**src/rtl/mux_rr_arbiter.sv**
```systemverilog
// -----------------------------------------------------------------------------
// mux_rr_arbiter
//   Round-robin arbiter in front of the shared three-input operand mux. It owns
//   the mux select, captures the selected word into a registered output with a
//   valid/ready handshake toward the ALU, and caps every grant at MAX_BURST
//   captured beats so that no source can starve the others.
//
// Ports
//   clk        rising-edge clock
//   rst_n      synchronous active-low reset
//   req[2:0]   per-source request (bit0=a, bit1=b, bit2=c)
//   a, b, c    source data words (signed, passed through unmodified)
//   ready      downstream accepts s this cycle
//   ctrl[1:0]  registered mux select: 00=a, 01=b, 10=c, 11=idle
//   gnt[2:0]   registered one-hot grant, 000 when idle
//   take[2:0]  one-cycle pulse on the source whose word was captured into s
//   s          registered selected data
//   out_valid  s holds an unconsumed word
// -----------------------------------------------------------------------------
module mux_rr_arbiter #(
  parameter int unsigned WIDTH     = 8,
  parameter int unsigned MAX_BURST = 4
) (
  input  logic             clk,
  input  logic             rst_n,
  input  logic [2:0]       req,
  input  logic [WIDTH-1:0] a,
  input  logic [WIDTH-1:0] b,
  input  logic [WIDTH-1:0] c,
  input  logic             ready,
  output logic [1:0]       ctrl,
  output logic [2:0]       gnt,
  output logic [2:0]       take,
  output logic [WIDTH-1:0] s,
  output logic             out_valid
);

  // Beat counter wide enough for the largest legal burst (15).
  localparam int unsigned CNT_W = 4;

  localparam logic [1:0] CTRL_IDLE = 2'b11;

  typedef enum logic {
    IDLE = 1'b0,
    BUSY = 1'b1
  } state_e;

  state_e           state_q, state_d;
  logic [1:0]       ctrl_q, ctrl_d;
  logic [2:0]       gnt_q, gnt_d;
  logic [2:0]       take_q, take_d;
  logic [WIDTH-1:0] s_q, s_d;
  logic             out_valid_q, out_valid_d;
  logic [CNT_W-1:0] beat_q, beat_d;
  logic [1:0]       last_q, last_d;

  logic             owner_req;
  logic             capture;
  logic [CNT_W-1:0] beat_nxt;
  logic [WIDTH-1:0] sel_data;
  logic [1:0]       winner;

  // Rotating priority: last+1 first, the last-granted source goes last.
  function automatic logic [1:0] rr_pick(input logic [2:0] r, input logic [1:0] last);
    logic [1:0] pick;
    case (last)
      2'd0:    pick = r[1] ? 2'd1 : (r[2] ? 2'd2 : 2'd0);
      2'd1:    pick = r[2] ? 2'd2 : (r[0] ? 2'd0 : 2'd1);
      default: pick = r[0] ? 2'd0 : (r[1] ? 2'd1 : 2'd2);
    endcase
    return pick;
  endfunction

  // Operand mux; the idle code never selects a source.
  always_comb begin
    sel_data = s_q;
    case (ctrl_q)
      2'b00:   sel_data = a;
      2'b01:   sel_data = b;
      2'b10:   sel_data = c;
      default: sel_data = s_q;
    endcase
  end

  // The grant vector is one-hot on the owner, so masking req with it gives
  // the owner's request without indexing by the pointer.
  always_comb begin
    owner_req = |(req & gnt_q);
    capture   = (state_q == BUSY) && owner_req && (!out_valid_q || ready) &&
                (beat_q < CNT_W'(MAX_BURST));
    beat_nxt  = beat_q + CNT_W'(capture);
    winner    = rr_pick(req, last_q);
  end

  // Next-state and output logic.
  always_comb begin
    state_d     = state_q;
    ctrl_d      = ctrl_q;
    gnt_d       = gnt_q;
    take_d      = 3'b000;
    s_d         = s_q;
    out_valid_d = out_valid_q;
    beat_d      = beat_q;
    last_d      = last_q;

    // A pending word drains whenever the ALU accepts it and nothing replaces it.
    if (capture) begin
      s_d         = sel_data;
      out_valid_d = 1'b1;
      take_d      = gnt_q;
      beat_d      = beat_nxt;
    end else if (ready && out_valid_q) begin
      out_valid_d = 1'b0;
    end

    case (state_q)
      IDLE: begin
        ctrl_d = CTRL_IDLE;
        gnt_d  = 3'b000;
        if (req != 3'b000) begin
          state_d = BUSY;
          ctrl_d  = winner;
          gnt_d   = 3'(3'b001 << winner);
          beat_d  = '0;
          last_d  = winner;
        end
      end
      BUSY: begin
        // Release on a dropped request or once the burst budget is spent.
        if (!owner_req || (beat_nxt == CNT_W'(MAX_BURST))) begin
          state_d = IDLE;
          ctrl_d  = CTRL_IDLE;
          gnt_d   = 3'b000;
        end
      end
      default: begin
        state_d = IDLE;
        ctrl_d  = CTRL_IDLE;
        gnt_d   = 3'b000;
      end
    endcase
  end

  // State and output registers with synchronous reset.
  always_ff @(posedge clk) begin
    if (!rst_n) begin
      state_q     <= IDLE;
      ctrl_q      <= CTRL_IDLE;
      gnt_q       <= 3'b000;
      take_q      <= 3'b000;
      s_q         <= '0;
      out_valid_q <= 1'b0;
      beat_q      <= '0;
      last_q      <= 2'd2;
    end else begin
      state_q     <= state_d;
      ctrl_q      <= ctrl_d;
      gnt_q       <= gnt_d;
      take_q      <= take_d;
      s_q         <= s_d;
      out_valid_q <= out_valid_d;
      beat_q      <= beat_d;
      last_q      <= last_d;
    end
  end

  assign ctrl      = ctrl_q;
  assign gnt       = gnt_q;
  assign take      = take_q;
  assign s         = s_q;
  assign out_valid = out_valid_q;

endmodule

```
**config.mk**
```make
export PLATFORM = sky130hd
export DESIGN_NAME = mux_rr_arbiter
export DESIGN_NICKNAME = d
export VERILOG_FILES = /design/src/rtl/mux_rr_arbiter.sv
export SDC_FILE = /design/constraint.sdc
export NUM_CORES = 1
export LEC_CHECK = 0
export BUFFER_PORTS_ARGS = -buffer_cell sky130_fd_sc_hd__buf_2
export CORE_MARGIN = 2
export CORE_UTILIZATION = 47
export DETAILED_ROUTE_END_ITERATION = 12
export PLACE_DENSITY = 0.77
export SYNTH_ARGS = -nofsm -noshare
export SYNTH_HDL_FRONTEND = slang
export SYNTH_SLANG_ARGS = --single-unit
```
**constraint.sdc**
```tcl
create_clock -name clk -period 2.9 [get_ports clk]
set_clock_uncertainty 0.1 [all_clocks]
set_input_delay 0.145 -clock clk [delete_from_list [all_inputs] [get_ports clk]]
set_output_delay 0.145 -clock clk [all_outputs]
set_load 0.005 [all_outputs]
```
==> results.json, run 1 <==
{
  "max_slew.worst_pin.slew_ns": 0.609,
  "cp.required_ns": 3.00,
  "min_path_cells": 2,
  "critPathLaunchType": "flop",
  "synth-xor-area-share_pct": 1.45,
  "min_period_ns": 2.43,
  "synthArstFlopShare_pct": 0,
  "grt_max_degree": 17,
  "syn_avg_cell_area_um2": 8.99,
  "synthCells": 134,
  "cts_sinks": 24,
  "hpwl_um": 2240,
  "clkTransAtPathRegs_ns": 0.12,
  "wl_per_cell_um": 13.7,
  "htreeDepth": 1,
  "slew_headroom_pct": 59.0,
  "regToRegSetupSlack_ns": 0.47,
  "clk_path_buf_depth": 2,
  "avgViaCountPerCell": 5.51,
  "yosys-mux-area-fraction_pct": 7.48,
  "synth_top_area_share_pct": 39.9,
  "power_leakage_uw": 0.000693,
  "synth.most_common_cell": "dfxtp_1",
  "outcome": "finished clean",
  "synth_cell_types": 36,
  "yosys.area_share.simple_pct": 21.7,
  "core_mm2": 0.00245,
  "synthesis.area_mm2": 0.00120,
  "drc": 0,
  "yosys-top-cells-count": "dfxtp_1, nor2_1, o21ai_0",
  "cts_setup_buffers": 0,
  "synthAdderAreaFrac_pct": 5.19,
  "portBuffers": 46,
  "cp_max_fo": 4,
  "root_buffer": "clkbuf_4",
  "worst-setup-path-type": "reg2reg",
  "nets": 218,
  "ant_nets": 0,
  "antenna_found_initial": 0,
  "end_kind": "flop",
  "routed_wl_um": 2890,
  "grt_pass1_wl_um": 4480,
  "diodes": 0,
  "die_y_um": 54.6,
  "finalHoldViolations": 0,
  "maxSlewViolCount": 0,
  "rows": 18,
  "fp.dieW_um": 54.6,
  "drive_gt1_share_pct": 31.5,
  "synth-compound-area-share_pct": 19.5,
  "start_util_pct": 49.1,
  "die_area_mm2": 0.00298,
  "rsz0062_at_grt": "no",
  "grt-ovfl-total": 0,
  "synth_top_family_by_area": "simple AND/OR/NAND/NOR gates",
  "worstHoldEndpoint": "last_q[1]$_SDFFE_PN1P_",
  "grt_usage_pct": 21.1,
  "num_vias": 1163,
  "min_path_type": "in2reg",
  "ys.warnings.count": 0,
  "clkLatencyLatePin_ns": 0.30,
  "reg2regPathDepth": 9,
  "synthesis.nets": 169,
  "fmax_ghz": 0.412,
  "startpoint": "gnt[0]$_SDFFE_PN0P_",
  "synth_edf_count": 0,
  "irDropWorstVdd_uv": 291,
  "hp-start": "rst_n",
  "worstReg2RegEnd": "gnt[1]$_SDFFE_PN0P_",
  "drv_cap": 0,
  "critPathArrivalTime_ns": 2.53,
  "grt_pass1_vias": 1026,
  "area_growth_pct": 23.1,
  "final_util_pct": 60.4,
  "r2r-start": "gnt[0]$_SDFFE_PN0P_",
  "powerDensity_mw_per_mm2": 423,
  "setup_viol": 0,
  "synth.yosys.seq_area_share_pct": 39.9,
  "cts_tree": "built",
  "cts-buffers-inserted": 3,
  "hold_buffers": 0,
  "period_share_pct": 83.8,
  "cts-resized-gates": 0,
  "gp_congestion": 0.877,
  "ioPinCount": 47,
  "ys_seq_elements": 24,
  "synth_ff_type": "dfxtp_1",
  "tns_ns": 0,
  "ys_top_cells_by_area": "dfxtp_1, mux2i_1, ha_1",
  "drtPass1Iterations": 4,
  "drt_iter0_markers": 45,
  "yosysTopAreaCell": "dfxtp_1"
}
cell type report:
cell class                      count  area [um2]
Clock buffer                        3        22.5
Timing Repair Buffer               49         253
Sequential cell                    24         480
Tap cell                           30        37.5
Multi-Input combinational cell     99         667
Fill cell                         217         972
Inverter                            6        22.5
report_power, final:
| part | internal (uW) | switching [uW] | leakage, uW |
|---|---|---|---|
| clock network | 48.5 | 88.1 | 0.0000138 |
| logic | 62.3 | 73.3 | 0.000484 |
| registers | 342 | 12.4 | 0.000195 |
| total | 453 | 174 | 0.000693 |
state kept, by name, summed over array words and instances (netlist names):
register and flops:
s 8, beat_q 4, gnt 3, take 3
ctrl 2, last_q 2, out_valid 1, state_q 1
cell families after synthesis:
kind of cell / count (synthesis)
mux: 9
compound gates: 36
xor+xnor: 2
flops: 24
fa+ha+maj: 5
buf+inv: 11
simple gates: 47
critical path: stages (launching register included):
cell	delay, ns
dfxtp_1	0.40
a222oi_1	0.12
buf_4	0.17
nor4b_2	0.36
ha_1	0.25
ha_1	0.21
xnor2_1	0.09
nor3_1	0.20
a21oi_1	0.15
a2bb2o_1	0.30
how the worst max path moves through the flow:
stage                                endpoint
after floorplan           gnt[1]$_SDFFE_PN0P_
after global placement    gnt[1]$_SDFFE_PN0P_
after detailed placement  gnt[1]$_SDFFE_PN0P_
after CTS                 gnt[1]$_SDFFE_PN0P_
after global routing      gnt[1]$_SDFFE_PN0P_
final                     gnt[1]$_SDFFE_PN0P_
routing by layer:
layer	GRT usage, %	share of wire (%)
met5	0	0
met1	24.4	43
met4	11.7	3.1
met3	2.46	8.5
met2	37.3	46
per-stage QoR:
| step | setup WS [ns] | std cells | instance area (um2) | hold slack, ns | total power (uW) |
|---|---|---|---|---|---|
| after floorplan | 0.356 | 134 | 1200 | 0.187 | 447 |
| after global placement | 0.671 | 208 | 1460 | 0.351 | 492 |
| after detailed placement | 0.532 | 208 | 1460 | 0.358 | 496 |
| after CTS | 0.506 | 211 | 1480 | 0.0403 | 633 |
| after global routing | 0.287 | 211 | 1480 | 0.0582 | 666 |
| final | 0.471 | 211 | 1480 | 0.0396 | 627 |
cell usage in the layout, fill, tap and decap left out, types with 2 or more instances in the layout:
cell type / Yosys / layout
dfxtp_1: 24 / 24
nand2_1: 10 / 10
a22oi_1: 8 / 8
a21oi_1: 4 / 4
mux2i_1: 9 / 9
buf_4: 0 / 3
ha_1: 5 / 5
o21ai_0: 11 / 11
o21a_1: 4 / 4
nand2b_1: 2 / 2
nor3_1: 2 / 2
a211oi_1: 3 / 3
nor2_1: 15 / 15
and2_1: 2 / 2
clkbuf_4: 0 / 3
o21ai_1: 2 / 2
buf_2: 0 / 46
inv_1: 6 / 6
nor3b_1: 2 / 2
and3_1: 5 / 5
Note: power is estimated with default switching activity, not from simulation.
==> run 2, diff against run 1 <==
--- a/config.mk
+++ b/config.mk
@@ -7,9 +7,9 @@
 export LEC_CHECK = 0
 export BUFFER_PORTS_ARGS = -buffer_cell sky130_fd_sc_hd__buf_2
 export CORE_MARGIN = 2
-export CORE_UTILIZATION = 47
+export CORE_UTILIZATION = 43
 export DETAILED_ROUTE_END_ITERATION = 12
-export PLACE_DENSITY = 0.77
+export PLACE_DENSITY = 0.75
 export SYNTH_ARGS = -nofsm -noshare
 export SYNTH_HDL_FRONTEND = slang
 export SYNTH_SLANG_ARGS = --single-unit
==> constraint.sdc (replaced) <==
create_clock -name clk -period 2.1 [get_ports clk]
set_clock_uncertainty 0.1 [all_clocks]
set_input_delay 0.105 -clock clk [delete_from_list [all_inputs] [get_ports clk]]
set_output_delay 0.105 -clock clk [all_outputs]
set_load 0.005 [all_outputs]
==> run 2 against run 1 <==
Register-to-register slack worse by 0.46 ns. Critical endpoint unchanged. Cell area is 10% higher. Worst hold slack better by 0.0091 ns. Maximum frequency is 16% higher. Highest routed layer unchanged. First-iteration DRC count is 47% higher. Global-route usage is 2.0 points lower.
==> results.json, run 2 (synthesis gave the netlist of run 1 again) <==
{
  "rows": 19,
  "critPathArrivalTime_ns": 2.20,
  "routed_wl_um": 2950,
  "period_share_pct": 99.5,
  "grt_pass1_vias": 1166,
  "slew_headroom_pct": 58.8,
  "final_cell_mix": "buf_2, dfxtp_1, nor2_1",
  "tns_ns": 0,
  "cts_tree": "built",
  "drt_iter0_markers": 66,
  "gp_congestion": 0.870,
  "finalHoldViolations": 0,
  "num_vias": 1201,
  "nets": 228,
  "area_growth_pct": 35.9,
  "worstReg2RegEnd": "gnt[1]$_SDFFE_PN0P_",
  "diodes": 0,
  "cp_max_fo": 4,
  "cp.required_ns": 2.21,
  "grt_pass1_wl_um": 4890,
  "avgViaCountPerCell": 5.41,
  "layoutNonFillerInstCount": 222,
  "core_mm2": 0.00271,
  "drc": 0,
  "setup_viol": 0,
  "end_kind": "flop",
  "drv_cap": 0,
  "largest_register_ffs": 8,
  "ioPinCount": 47,
  "worst-setup-path-type": "reg2reg",
  "finalWorstSetupSlack_ns": 0.00947,
  "reg2regPathDepth": 9,
  "power_leakage_uw": 0.000747,
  "portBuffers": 46,
  "min_path_type": "in2reg",
  "wl_per_cell_um": 13.3,
  "preCtsSetupSlack_ns": -0.0792,
  "clkTransAtPathRegs_ns": 0.11,
  "cts_sinks": 24,
  "hpwl_um": 2320,
  "fmax_ghz": 0.478,
  "grt_max_degree": 17,
  "antenna_found_initial": 0,
  "dp.cells": 217,
  "grt-ovfl-total": 0,
  "startpoint": "gnt[1]$_SDFFE_PN0P_",
  "final_common_cell": "buf_2",
  "ant_nets": 0,
  "root_buffer": "clkbuf_4",
  "r2r-start": "gnt[1]$_SDFFE_PN0P_",
  "maxSlewViolCount": 0,
  "fp.dieW_um": 56.9,
  "start_util_pct": 44.5,
  "die_y_um": 56.9,
  "clk_path_buf_depth": 2,
  "cts-buffers-inserted": 3,
  "crit_end": "gnt[1]$_SDFFE_PN0P_",
  "clkLatencyLatePin_ns": 0.30,
  "min_period_ns": 2.09,
  "irDropWorstVdd_uv": 396,
  "regToRegSetupSlack_ns": 0.009,
  "drive_gt1_share_pct": 38.7,
  "htreeDepth": 1,
  "p_total_uw": 891,
  "rsz0062_at_grt": "yes",
  "outcome": "finished clean",
  "grt_usage_pct": 19.1,
  "powerDensity_mw_per_mm2": 544,
  "critPathLaunchType": "flop",
  "die_area_mm2": 0.00324,
  "max_slew.worst_pin.slew_ns": 0.612,
  "fillCellCount": 245,
  "hold-worst-slack_ns": 0.0488,
  "drtPass1Iterations": 4
}
[run 2: changes by cell type in the layout (fill, tap and decap cells not counted), sizes merged]
cell | previous run | this run
buf | 49 | 58
dlygate4sd3 | 0 | 1
[run 2: final cells by class]
type	count	area (um2)	share of cell area, %
Inverter	6	22.5	1.38
Timing Repair Buffer	59	330	20.2
Tap cell	31	38.8	2.37
Clock buffer	3	22.5	1.38
Sequential cell	24	482	29.4
Multi-Input combinational cell	99	742	45.3
[run 2: through the flow]
| step | instance area, um2 | utilization (%) |
|---|---|---|
| after floorplan | 1250 | - |
| after global placement | 1570 | 57.9 |
| after detailed placement | 1570 | 57.9 |
| after CTS | 1620 | 59.7 |
| after global routing | 1640 | 60.4 |
| final | 1640 | 60.4 |
[run 2: worst max-delay path, stage by stage (launching register included)]
cell and delay, ns:
dfxtp_1 0.34, a222oi_1 0.30, buf_4 0.19, nor4b_4 0.05
ha_2 0.19, ha_4 0.18, xnor2_4 0.13, nor3_4 0.20
a21oi_2 0.11, a2bb2o_4 0.21
[run 2: how the worst min path moves through the flow]
stage,cells past startpoint,from,to
2_1_floorplan,1,rst_n,gnt[2]$_SDFFE_PN0P_
3_5_place_dp,2,rst_n,last_q[1]$_SDFFE_PN1P_
4_1_cts,5,a[6],s[6]$_SDFFE_PN0P_
5_1_grt,5,a[3],s[3]$_SDFFE_PN0P_
3_3_place_gp,2,rst_n,last_q[1]$_SDFFE_PN1P_
6_report,5,a[6],s[6]$_SDFFE_PN0P_
[run 2: timing repair]
item / CTS / global route
gates resized for setup: 1 / 2
endpoints found under the hold margin: 3 / 0
cloned: 0 / 0
pin swaps: 4 / 1
hold buffers: 1 / 0
endpoints found under the setup margin: 6 / 6
setup buffers: 1 / 0
[run 2: report_power, final]
group | internal, uW | leakage (uW) | switching (uW)
Clock | 66.9 | 0.0000138 | 121
Combinational | 106 | 0.000537 | 113
Sequential | 473 | 0.000196 | 11.6
Total | 646 | 0.000747 | 245
[run 2: metal layers]
metal	vias up	GRT usage [%]	wire, um
li1	594	-	-
met1	551	21.2	1230
met2	52	35.8	1460
met3	4	3.85	222
met4	0	6.98	38
met5	-	0	0
